==> src/rtl/cu_pkg.sv <==
// Shared encodings for the multicycle RV32I control unit: FSM states, opcodes,
// ALU operation codes, datapath select values and trap causes.
package cu_pkg;

  typedef enum logic [3:0] {
    StFetch, StDecode, StMemAddr, StMemRd, StMemWr, StRdWb,
    StExecR, StExecI, StAluWb, StBranch, StJal, StTrap
  } state_e;

  // Which rule the ALU decoder applies to funct3/funct7_5.
  typedef enum logic [1:0] {OpClsAdd, OpClsSub, OpClsR, OpClsI} op_cls_e;

  localparam logic [6:0] OpcLoad   = 7'b0000011;
  localparam logic [6:0] OpcStore  = 7'b0100011;
  localparam logic [6:0] OpcOp     = 7'b0110011;
  localparam logic [6:0] OpcOpImm  = 7'b0010011;
  localparam logic [6:0] OpcBranch = 7'b1100011;
  localparam logic [6:0] OpcJal    = 7'b1101111;

  localparam logic [3:0] AluAdd  = 4'd0;
  localparam logic [3:0] AluSub  = 4'd1;
  localparam logic [3:0] AluSll  = 4'd2;
  localparam logic [3:0] AluSlt  = 4'd3;
  localparam logic [3:0] AluSltu = 4'd4;
  localparam logic [3:0] AluXor  = 4'd5;
  localparam logic [3:0] AluSrl  = 4'd6;
  localparam logic [3:0] AluSra  = 4'd7;
  localparam logic [3:0] AluOr   = 4'd8;
  localparam logic [3:0] AluAnd  = 4'd9;

  localparam logic [1:0] SrcAPc  = 2'd0;
  localparam logic [1:0] SrcARs1 = 2'd1;
  localparam logic [1:0] SrcBRs2 = 2'd0;
  localparam logic [1:0] SrcBImm = 2'd1;
  localparam logic [1:0] SrcB4   = 2'd2;
  localparam logic [1:0] ResAlu  = 2'd0;
  localparam logic [1:0] ResMem  = 2'd1;
  localparam logic [1:0] ResPc4  = 2'd2;

  localparam logic [1:0] CauseNone       = 2'd0;
  localparam logic [1:0] CauseIllegal    = 2'd1;
  localparam logic [1:0] CauseMemTimeout = 2'd2;

endpackage

==> src/rtl/alu_decoder.sv <==
// Combinational ALU control decode from funct3/funct7_5 and the operation class
// requested by the control FSM.
module alu_decoder
  import cu_pkg::*;
#(
  parameter int unsigned ALU_CTRL_W = 4
) (
  input  logic [2:0]            i_funct3,
  input  logic                  i_funct7_5,
  input  logic [1:0]            i_op_cls,
  output logic [ALU_CTRL_W-1:0] o_alu_ctrl
);

  logic [3:0] w_code;

  always_comb begin
    w_code = AluAdd;
    case (i_op_cls)
      OpClsSub: w_code = AluSub;
      OpClsR, OpClsI: begin
        case (i_funct3)
          // Immediate forms have no SUBI: bit 30 is immediate data there.
          3'b000:  w_code = (i_op_cls == OpClsR && i_funct7_5) ? AluSub : AluAdd;
          3'b001:  w_code = AluSll;
          3'b010:  w_code = AluSlt;
          3'b011:  w_code = AluSltu;
          3'b100:  w_code = AluXor;
          3'b101:  w_code = i_funct7_5 ? AluSra : AluSrl;
          3'b110:  w_code = AluOr;
          default: w_code = AluAnd;
        endcase
      end
      default: w_code = AluAdd;
    endcase
  end

  assign o_alu_ctrl = ALU_CTRL_W'(w_code);

endmodule

==> src/rtl/multicycle_cu.sv <==
// Multicycle RV32I control unit: Moore FSM with a memory wait watchdog and a
// sticky trap state left only through reset.
module multicycle_cu
  import cu_pkg::*;
#(
  parameter int unsigned ALU_CTRL_W  = 4,
  parameter int unsigned MEM_TIMEOUT = 15
) (
  input  logic                  i_clk,
  input  logic                  i_rst_n,
  input  logic [6:0]            i_opcode,
  input  logic [2:0]            i_funct3,
  input  logic                  i_funct7_5,
  input  logic                  i_zero,
  input  logic                  i_mem_ready,
  output logic                  o_mem_req,
  output logic                  o_mem_we,
  output logic                  o_ir_write,
  output logic                  o_pc_write,
  output logic                  o_reg_write,
  output logic [1:0]            o_alu_src_a,
  output logic [1:0]            o_alu_src_b,
  output logic [ALU_CTRL_W-1:0] o_alu_ctrl,
  output logic [1:0]            o_result_src,
  output logic                  o_trap,
  output logic [1:0]            o_trap_cause,
  output logic [3:0]            o_state_dbg
);

  localparam logic [7:0] TimeoutLast = 8'(MEM_TIMEOUT - 1);

  state_e                r_state, w_state_nxt;
  logic [7:0]            r_wait_cnt, w_wait_cnt_nxt;
  logic [1:0]            r_cause, w_cause_nxt;
  op_cls_e               w_op_cls;
  logic [ALU_CTRL_W-1:0] w_alu_ctrl;
  logic                  w_in_wait, w_timeout;

  assign w_op_cls = (r_state == StExecR)  ? OpClsR :
                    (r_state == StExecI)  ? OpClsI :
                    (r_state == StBranch) ? OpClsSub : OpClsAdd;

  alu_decoder #(.ALU_CTRL_W(ALU_CTRL_W)) u_alu_decoder (
    .i_funct3   (i_funct3),
    .i_funct7_5 (i_funct7_5),
    .i_op_cls   (w_op_cls),
    .o_alu_ctrl (w_alu_ctrl)
  );

  assign w_in_wait = r_state inside {StFetch, StMemRd, StMemWr};
  // Checked one cycle early so a trap follows exactly MEM_TIMEOUT idle cycles.
  assign w_timeout = w_in_wait && !i_mem_ready && (r_wait_cnt >= TimeoutLast);

  always_ff @(posedge i_clk or negedge i_rst_n) begin
    if (!i_rst_n) begin
      r_state    <= StFetch;
      r_wait_cnt <= '0;
      r_cause    <= CauseNone;
    end else begin
      r_state    <= w_state_nxt;
      r_wait_cnt <= w_wait_cnt_nxt;
      r_cause    <= w_cause_nxt;
    end
  end

  always_comb begin
    w_state_nxt  = r_state;
    w_cause_nxt  = r_cause;
    o_mem_req    = 1'b0;
    o_mem_we     = 1'b0;
    o_ir_write   = 1'b0;
    o_pc_write   = 1'b0;
    o_reg_write  = 1'b0;
    o_alu_src_a  = SrcAPc;
    o_alu_src_b  = SrcBRs2;
    o_alu_ctrl   = w_alu_ctrl;
    o_result_src = ResAlu;
    o_trap       = 1'b0;
    o_trap_cause = r_cause;
    o_state_dbg  = r_state;

    unique case (r_state)
      StFetch: begin
        o_mem_req   = 1'b1;
        o_alu_src_b = SrcB4;
        if (i_mem_ready) begin
          o_ir_write  = 1'b1;
          o_pc_write  = 1'b1;
          w_state_nxt = StDecode;
        end
      end
      StDecode: begin
        case (i_opcode)
          OpcLoad, OpcStore: w_state_nxt = StMemAddr;
          OpcOp:             w_state_nxt = StExecR;
          OpcOpImm:          w_state_nxt = StExecI;
          OpcBranch:         w_state_nxt = StBranch;
          OpcJal:            w_state_nxt = StJal;
          default: begin
            w_state_nxt = StTrap;
            w_cause_nxt = CauseIllegal;
          end
        endcase
      end
      StMemAddr: begin
        o_alu_src_a = SrcARs1;
        o_alu_src_b = SrcBImm;
        w_state_nxt = (i_opcode == OpcStore) ? StMemWr : StMemRd;
      end
      StMemRd: begin
        o_mem_req = 1'b1;
        if (i_mem_ready) w_state_nxt = StRdWb;
      end
      StMemWr: begin
        o_mem_req = 1'b1;
        o_mem_we  = 1'b1;
        if (i_mem_ready) w_state_nxt = StFetch;
      end
      StRdWb: begin
        o_reg_write  = 1'b1;
        o_result_src = ResMem;
        w_state_nxt  = StFetch;
      end
      StExecR: begin
        o_alu_src_a = SrcARs1;
        w_state_nxt = StAluWb;
      end
      StExecI: begin
        o_alu_src_a = SrcARs1;
        o_alu_src_b = SrcBImm;
        w_state_nxt = StAluWb;
      end
      StAluWb: begin
        o_reg_write = 1'b1;
        w_state_nxt = StFetch;
      end
      StBranch: begin
        o_alu_src_a = SrcARs1;
        o_pc_write  = (i_funct3 == 3'b000 && i_zero) || (i_funct3 == 3'b001 && !i_zero);
        w_state_nxt = StFetch;
      end
      StJal: begin
        o_reg_write  = 1'b1;
        o_pc_write   = 1'b1;
        o_result_src = ResPc4;
        w_state_nxt  = StFetch;
      end
      StTrap: o_trap = 1'b1;
      default: w_state_nxt = StFetch;
    endcase

    if (w_timeout) begin
      w_state_nxt = StTrap;
      w_cause_nxt = CauseMemTimeout;
    end

    w_wait_cnt_nxt = r_wait_cnt;
    if (w_state_nxt != r_state && (w_state_nxt inside {StFetch, StMemRd, StMemWr})) begin
      w_wait_cnt_nxt = '0;
    end else if (w_in_wait && !i_mem_ready && r_wait_cnt != 8'hFF) begin
      w_wait_cnt_nxt = r_wait_cnt + 8'd1;
    end

    // Outputs follow reset asynchronously, not just from the next edge.
    if (!i_rst_n) begin
      o_mem_req    = 1'b0;
      o_mem_we     = 1'b0;
      o_ir_write   = 1'b0;
      o_pc_write   = 1'b0;
      o_reg_write  = 1'b0;
      o_alu_src_a  = SrcAPc;
      o_alu_src_b  = SrcBRs2;
      o_alu_ctrl   = '0;
      o_result_src = ResAlu;
      o_trap       = 1'b0;
      o_trap_cause = CauseNone;
      o_state_dbg  = StFetch;
    end
  end

endmodule

==> config.mk <==
export PLATFORM = sky130hd
export DESIGN_NAME = multicycle_cu
export DESIGN_NICKNAME = d
export VERILOG_FILES = /design/src/rtl/cu_pkg.sv /design/src/rtl/alu_decoder.sv /design/src/rtl/multicycle_cu.sv
export SDC_FILE = /design/constraint.sdc
export NUM_CORES = 1
export LEC_CHECK = 0
export CAP_MARGIN = 15
export CORE_UTILIZATION = 40
export CTS_BUF_LIST = sky130_fd_sc_hd__clkbuf_4
export CTS_CLUSTER_DIAMETER = 40
export DETAILED_ROUTE_END_ITERATION = 6
export GPL_TIMING_DRIVEN = 0
export HOLD_SLACK_MARGIN = 0.05
export PLACE_DENSITY = 0.71
export SETUP_SLACK_MARGIN = 0.05
export SKIP_LAST_GASP = 1
export SYNTH_ARGS = -nofsm -noshare
export SYNTH_HDL_FRONTEND = slang
export SYNTH_SLANG_ARGS = --single-unit
==> constraint.sdc <==
create_clock -name i_clk -period 2.15 [get_ports i_clk]
set_input_delay 0.215 -clock i_clk [delete_from_list [all_inputs] [get_ports i_clk]]
set_output_delay 0.215 -clock i_clk [all_outputs]
set_load 0.02 [all_outputs]
==> results.tsv, run 1 <==
metric	value	unit
status	finished, violations left	
failing checks	negative setup slack	
met2 global-route usage	36.7	%
1st-iter DRT viols	56	
Final min period	2320	ps
syn_area_per_cell	8.37	um^2
type of the worst setup path	flop to flop	
starting density of the core	43.1	%
Worst Path Arrival	2510	ps
WHS Path Cells	2	
VDD IR max	0.815	mV
number of enable flip-flop cells after synthesis	0	
most frequent cells in the layout	clkdlybuf4s50_1, nor2_1, nand2_1, dfrtp_1, buf_4	
leakage power	0.000859	uW
hold slack	502	ps
Syn Nets	178	
worst-path cell chain	buf_6 > buf_4 > nand4bb_1 > a2111oi_0 > o21bai_1 > a21oi_4 > a211oi_4 > buf_4 > a221oi_2	
ys async rst share	100	%
Fmax	0.431	GHz
flop-to-flop setup slack	-170	ps
class of the worst hold path	flop to flop	
max_slew headroom	56.0	%
Clock Latency Late Sink	280	ps
Mapped Area	1350	um^2
PD cells	1140	nW/um^2
Setup Viol. Count Final	8	
clock tree root driver cell	clkbuf_4	
DIE AREA	3600	um^2
setup ws final	-170	ps
clk slew on worst S/H paths	90	ps
HP Start	r_cause[0]$_DFFE_PN0P_	
grt ovf	0	
# nets final	229	
Filler Cells Inserted	287	
crit-path max cell delay	550	ps
Critical R2R Capture	r_wait_cnt[1]$_DFFE_PN0P_	
met3 GRT Util	2.38	%
core footprint	3130	um^2
Crit. End Element	flop	
max-cap violations	0	
Worst R2R Start	r_state[0]$_DFF_PN0_	
RSZ-0062 raised after global routing	yes	
clk_skew	10.6	ps
gr busiest metal	met2	
row count	20	
Crit Path Max Fanout	8	
Multi-input gate area	1010	um^2
routability cong.	0.867	
Pint	1150	uW
final hold vios	0	
GRT met1 Usage	26.1	%
Via density	5.45	
DR WL/cell	14.1	um
hpwl dp	2610	um
CTS Buffer Depth	2	
PortBufs	35	
Remaining DRCs	0	
switching power total	1060	uW
TritonCTS clock tree	done	
final core utilization	62.0	%
Gate Count Post-Synth	161	
Ant. Diodes	0	
H-Tree Depth	1	
Routed Antenna Nets	0	
Worst-Margin Slew	659	ps
reg2reg path depth	9	
share of layout cells above drive strength 1	23.7	%
drt pass-1 iters	4	
distinct cell type count after synthesis	55	
# IOs	37	
pre-CTS setup slack	-522	ps
DIE HEIGHT	60.0	um
CP dominant cell by count	buf_4	
Routed Wire Length	3590	um
gr usage total	20.8	%
largest net degree at the start of global routing	20	
Ys Warns	0	
initial antenna violation count	0	
Yosys reg bits	14	
commonest non-fill, non-tap cell in the layout	clkdlybuf4s50_1	
startpoint types	flop	
Worst EP required	2340	ps
routed vias	1390	
sequential fraction of design power	17.2	%
vias in the first global route	1305	
Comb power frac	75.9	%
Worst Hold Endpoint	r_cause[0]$_DFFE_PN0P_	
TritonCTS buffer count	3	
Switching Fraction	47.8	%
TNS Setup	-1220	ps
area grow syn2layout	43.9	%
register area share after synthesis	26.0	%
fin. max-slew vios	0	
Clock Power Share	6.9	%
Clock Sinks	14	
Register Area	353	um^2
crit path max-delay cell type	a2111oi_0	
overall power	2210	uW
Primary FF master, synth	dfrtp_1	
period utilisation layout	108	%
Die Width	60.0	um
first-pass GRT wire length	5710	um
-- state kept, by name, indices dropped and copies added (netlist names) --
signal / cells
r_cause: 2
r_state: 4
r_wait_cnt: 8
-- cell usage after synthesis, types with 3 or more instances --
cell type  count  area (um^2)
dfrtp_1       14          350
nor2_1        13         48.8
a21oi_1       12         60.1
nand2_1       12         45.0
and2_1        10         62.6
nor2b_1        7         43.8
clkbuf_1       6         22.5
nor3_1         6         30.0
o211ai_1       6         45.0
o21ai_0        6         30.0
xor2_1         6         52.6
nand2b_1       5         31.3
nand3b_1       5         37.5
and3_1         4         25.0
inv_1          3         11.3
o21a_1         3         22.5
-- routing by layer --
metal | up-vias | part of all wire [%]
met3 | 6 | 4.2
met5 | - | 0
met2 | 44 | 49
met1 | 648 | 45
met4 | 0 | 2.0
li1 | 692 | -
-- worst max-delay path: cells and delay by family (launching register included) --
kind,cells,cell delay [ps]
flops,1,380
simple gates,1,190
buf+inv,3,400
compound gates,5,1260
-- logic make-up (layout without fill, tap and decap cells) --
group	Yosys count	count (layout)	synth area share (%)
mux	2	2	1.58
buf+inv	12	62	4.27
flops	14	14	26.0
xor+xnor	7	7	4.55
other cells	1	1	0.278
simple gates	77	77	34.3
compound gates	46	46	27.2
fa+ha+maj	2	2	1.86
-- how the worst max path moves through the flow --
stage	to	start	slack, ps	cells after the start
6_report	r_wait_cnt[1]$_DFFE_PN0P_	r_state[0]$_DFF_PN0_	-170	9
5_1_grt	r_wait_cnt[1]$_DFFE_PN0P_	r_state[0]$_DFF_PN0_	-270	9
4_1_cts	o_alu_ctrl[0]	r_state[2]$_DFF_PN0_	-190	9
3_5_place_dp	o_alu_src_b[0]	i_rst_n	-520	4
3_3_place_gp	o_alu_src_b[0]	i_rst_n	-480	4
2_1_floorplan	r_wait_cnt[1]$_DFFE_PN0P_	r_state[0]$_DFF_PN0_	60	7
-- repair_timing --
item | 4_1_cts | 5_1_grt
pin swaps | 1 | 9
resized for setup | 23 | 33
endpoints found under the hold margin | 14 | 14
buffers inserted | 3 | 7
endpoints found under the setup margin | 29 | 23
-- power by group through the flow --
stage          clock (uW)  combinational [uW]  sequential (uW)
3_3_place_gp            0                1270              376
6_report              153                1680              381
5_1_grt               168                1820              390
4_1_cts               158                1410              375
3_5_place_dp            0                1290              380
2_1_floorplan           0                 941              364
-- per-stage QoR --
stage          cells  cell area, um^2
5_1_grt          255             1940
4_1_cts          247             1810
6_report         255             1940
2_1_floorplan    161             1350
3_5_place_dp     240             1750
3_3_place_gp     240             1750
-- cell type report --
cell class                 instances  share of cell area, %
sequential                        14                   18.2
multi-input combinational        135                   52.1
inverter                           3                  0.581
timing repair buffer              46                   22.0
buffer                             9                   2.97
tap                               44                   2.84
clock inverter                     1                  0.194
clock buffer                       3                   1.16
No activity file was read; power rests on OpenSTA's default activity.
==> inputs of run 2 (changes only) <==
--- a/config.mk
+++ b/config.mk
@@ -6,12 +6,12 @@
 export NUM_CORES = 1
 export LEC_CHECK = 0
 export CAP_MARGIN = 15
+export CORE_MARGIN = 2
 export CORE_UTILIZATION = 40
 export CTS_BUF_LIST = sky130_fd_sc_hd__clkbuf_4
 export CTS_CLUSTER_DIAMETER = 40
 export DETAILED_ROUTE_END_ITERATION = 6
 export GPL_TIMING_DRIVEN = 0
-export HOLD_SLACK_MARGIN = 0.05
 export PLACE_DENSITY = 0.71
 export SETUP_SLACK_MARGIN = 0.05
 export SKIP_LAST_GASP = 1
==> run 2 against run 1 <==
The flow finishes with violations (negative hold slack, negative setup slack). Critical path depth is 1 lower. Final area hardly changed. Worst setup slack improved by 55 ps. Die area is 6.8% higher. First-iteration DRC count is 18% lower. Clock-buffer cell count stayed put. Final cell count increased by 1.6%. Register-to-register slack improved by 60 ps. Clock power about the same. Sequential power is 2% higher. Largest cell class unchanged. Largest power group unchanged.
==> results.tsv, run 2 (synthesized netlist as in run 1, its figures left out) <==
metric	value	unit	change
first-pass GRT wire length	6400	um	was 5710 um
DIE HEIGHT	62.0	um	was 60.0 um
clk slew on worst S/H paths	90	ps	about the same
row count	21		was 20
RSZ-0062 raised after global routing	yes		unchanged
period utilisation layout	105	%	was 108%
area grow syn2layout	43.8	%	was 43.9%
starting density of the core	41.0	%	was 43.1%
setup ws final	-115	ps	was -170 ps
worst-path cell chain	buf_6 > or4b_1 > a21o_1 > o211ai_1 > and4b_1 > a211oi_4 > buf_6 > a221oi_2		was buf_6 > buf_4 > nand4bb_1 > a2111oi_0 > o21bai_1 > a21oi_4 > a211oi_4 > buf_4 > a221oi_2
hpwl dp	2640	um	was 2610 um
final instance area	1940	um^2	about the same
Routed Antenna Nets	0		unchanged
CP dominant cell by count	buf_6		was buf_4
Worst R2R Start	r_state[0]$_DFF_PN0_		unchanged
sequential fraction of design power	17.5	%	was 17.2%
routability cong.	0.872		was 0.867
Pint	1160	uW	was 1150 uW
switching power total	1050	uW	was 1060 uW
max-cap violations	0		unchanged
Setup Viol. Count Final	9		was 8
Final min period	2260	ps	was 2320 ps
CTS Buffer Depth	2		unchanged
Critical path buffers and inverters	2		was 3
max reg flops	8		unchanged
routed vias	1458		was 1390
core footprint	3280	um^2	was 3130 um^2
TritonCTS buffer count	3		unchanged
crit-path max cell delay	510	ps	was 550 ps
Critical R2R Capture	r_wait_cnt[1]$_DFFE_PN0P_		unchanged
final hold vios	14		was 0
Largest regs	r_wait_cnt x8, r_state x4, r_cause x2		unchanged
largest net degree at the start of global routing	20		unchanged
Clock Power Share	7.0	%	was 6.9%
hold slack	-146	ps	was 502 ps
flop-to-flop setup slack	-110	ps	was -170 ps
initial antenna violation count	0		unchanged
DIE AREA	3850	um^2	was 3600 um^2
TritonCTS clock tree	done		unchanged
Via density	5.63		was 5.45
grt ovf	0		unchanged
overall power	2210	uW	about the same
most frequent cells in the layout	clkdlybuf4s50_1, nor2_1, nand2_1, dfrtp_1, a21oi_1		was clkdlybuf4s50_1, nor2_1, nand2_1, dfrtp_1, buf_4
1st-iter DRT viols	46		was 56
Worst EP required	2340	ps	about the same
Worst Path Arrival	2450	ps	was 2510 ps
drt pass-1 iters	4		unchanged
gr usage total	21.9	%	was 20.8%
DR WL/cell	14.9	um	was 14.1 um
H-Tree Depth	1		unchanged
Crit Path Max Fanout	5		was 8
PD cells	1140	nW/um^2	about the same
Remaining DRCs	0		unchanged
leakage power	0.000846	uW	was 0.000859 uW
type of the worst setup path	flop to flop		unchanged
crit path max-delay cell type	or4b_1		was a2111oi_0
# IOs	37		unchanged
commonest non-fill, non-tap cell in the layout	clkdlybuf4s50_1		unchanged
Clock Latency Late Sink	290	ps	was 280 ps
share of layout cells above drive strength 1	22.1	%	was 23.7%
class of the worst hold path	input pin to asynchronous set/reset pin		was flop to flop
status	finished, violations left		unchanged
Fmax	0.442	GHz	was 0.431 GHz
Die Width	62.0	um	was 60.0 um
Routed Wire Length	3860	um	was 3590 um
Biggest register	r_wait_cnt		unchanged
pre-CTS setup slack	-541	ps	was -522 ps
clk_skew	8.47	ps	was 10.6 ps
startpoint types	flop		unchanged
reg2reg path depth	8		was 9
vias in the first global route	1423		was 1305
clock tree root driver cell	clkbuf_4		unchanged
Ant. Diodes	0		unchanged
PortBufs	35		unchanged
Crit. End Element	flop		unchanged
# nets final	231		was 229
Comb power frac	75.5	%	was 75.9%
Switching Fraction	47.5	%	was 47.8%
failing checks	negative hold slack, negative setup slack		was negative setup slack
DP Area	1760	um^2	was 1750 um^2
VDD IR max	0.619	mV	was 0.815 mV
fin. max-slew vios	0		unchanged
TNS Setup	-726	ps	was -1220 ps
delay-heaviest family, CP	simple AND/OR/NAND/NOR gates		was compound AO/OA/AOI/OAI gates
Clock Sinks	14		unchanged
-- run 2: cell count changes in the layout (fill, tap and decap cells not counted), sizes merged --
cell | previous run | this run
clkdlybuf4s15 | 0 | 3
clkbuf | 6 | 8
dlygate4sd2 | 9 | 7
clkdlybuf4s50 | 19 | 20
dlygate4sd3 | 1 | 0
dlymetal6s2s | 4 | 3
-- run 2: layout make-up --
type	count	area (um^2)
buffer	9	57.6
clock buffer	3	22.5
clock inverter	1	3.75
fill	317	1350
inverter	3	11.3
multi-input combinational	135	986
sequential	14	353
tap	46	57.6
timing repair buffer	48	447
-- run 2: metrics by stage --
| stage | util (%) | instances |
|---|---|---|
| finish | 59.0 | 259 |
| floorplan | - | 161 |
| global route | 59.0 | 259 |
| CTS | 57.6 | 255 |
| global placement | 53.4 | 242 |
| detailed placement | 53.4 | 242 |
-- run 2: timing repair --
item | in CTS | in global routing
gates resized for setup | 31 | 21
hold endpoints to repair | 14 | 14
endpoints found under the setup margin | 29 | 27
cloned | 1 | 0
buffers inserted | 8 | 4
pin swaps | 7 | 5
-- run 2: worst max-delay path by stage --
stage / from / endpoint / slack (ps) / depth (start not counted)
floorplan: r_state[0]$_DFF_PN0_ / r_wait_cnt[1]$_DFFE_PN0P_ / 60 / 7
global placement: i_rst_n / o_alu_src_b[0] / -510 / 4
detailed placement: i_opcode[2] / r_wait_cnt[1]$_DFFE_PN0P_ / -540 / 8
CTS: r_state[2]$_DFF_PN0_ / o_alu_ctrl[0] / -190 / 9
global route: r_state[2]$_DFF_PN0_ / o_alu_ctrl[0] / -250 / 9
finish: r_state[0]$_DFF_PN0_ / r_wait_cnt[1]$_DFFE_PN0P_ / -110 / 8
-- run 2: power by group through the flow --
| stage | Combinational (uW) | Sequential, uW | Clock, uW |
|---|---|---|---|
| after floorplan | 941 | 364 | 0 |
| after global routing | 1790 | 396 | 164 |
| final | 1670 | 388 | 154 |
| after detailed placement | 1290 | 382 | 0 |
| after global placement | 1260 | 377 | 0 |
| after CTS | 1530 | 382 | 158 |
-- run 2: per-layer routing --
layer  track usage [%]  vias up  share of wire, %
li1                  -      694                 -
met1              27.9      692                42
met2              38.2       60                49
met3              2.28       12               6.3
met4              7.60        0               2.1
met5                 0        -                 0
==> inputs of run 3 (changes only) <==
--- a/config.mk
+++ b/config.mk
@@ -9,7 +9,6 @@
 export CORE_MARGIN = 2
 export CORE_UTILIZATION = 40
 export CTS_BUF_LIST = sky130_fd_sc_hd__clkbuf_4
-export CTS_CLUSTER_DIAMETER = 40
 export DETAILED_ROUTE_END_ITERATION = 6
 export GPL_TIMING_DRIVEN = 0
 export PLACE_DENSITY = 0.71
==> results of run 3 <==
The final DEF is identical to that of run 2; final timing and power are the same.
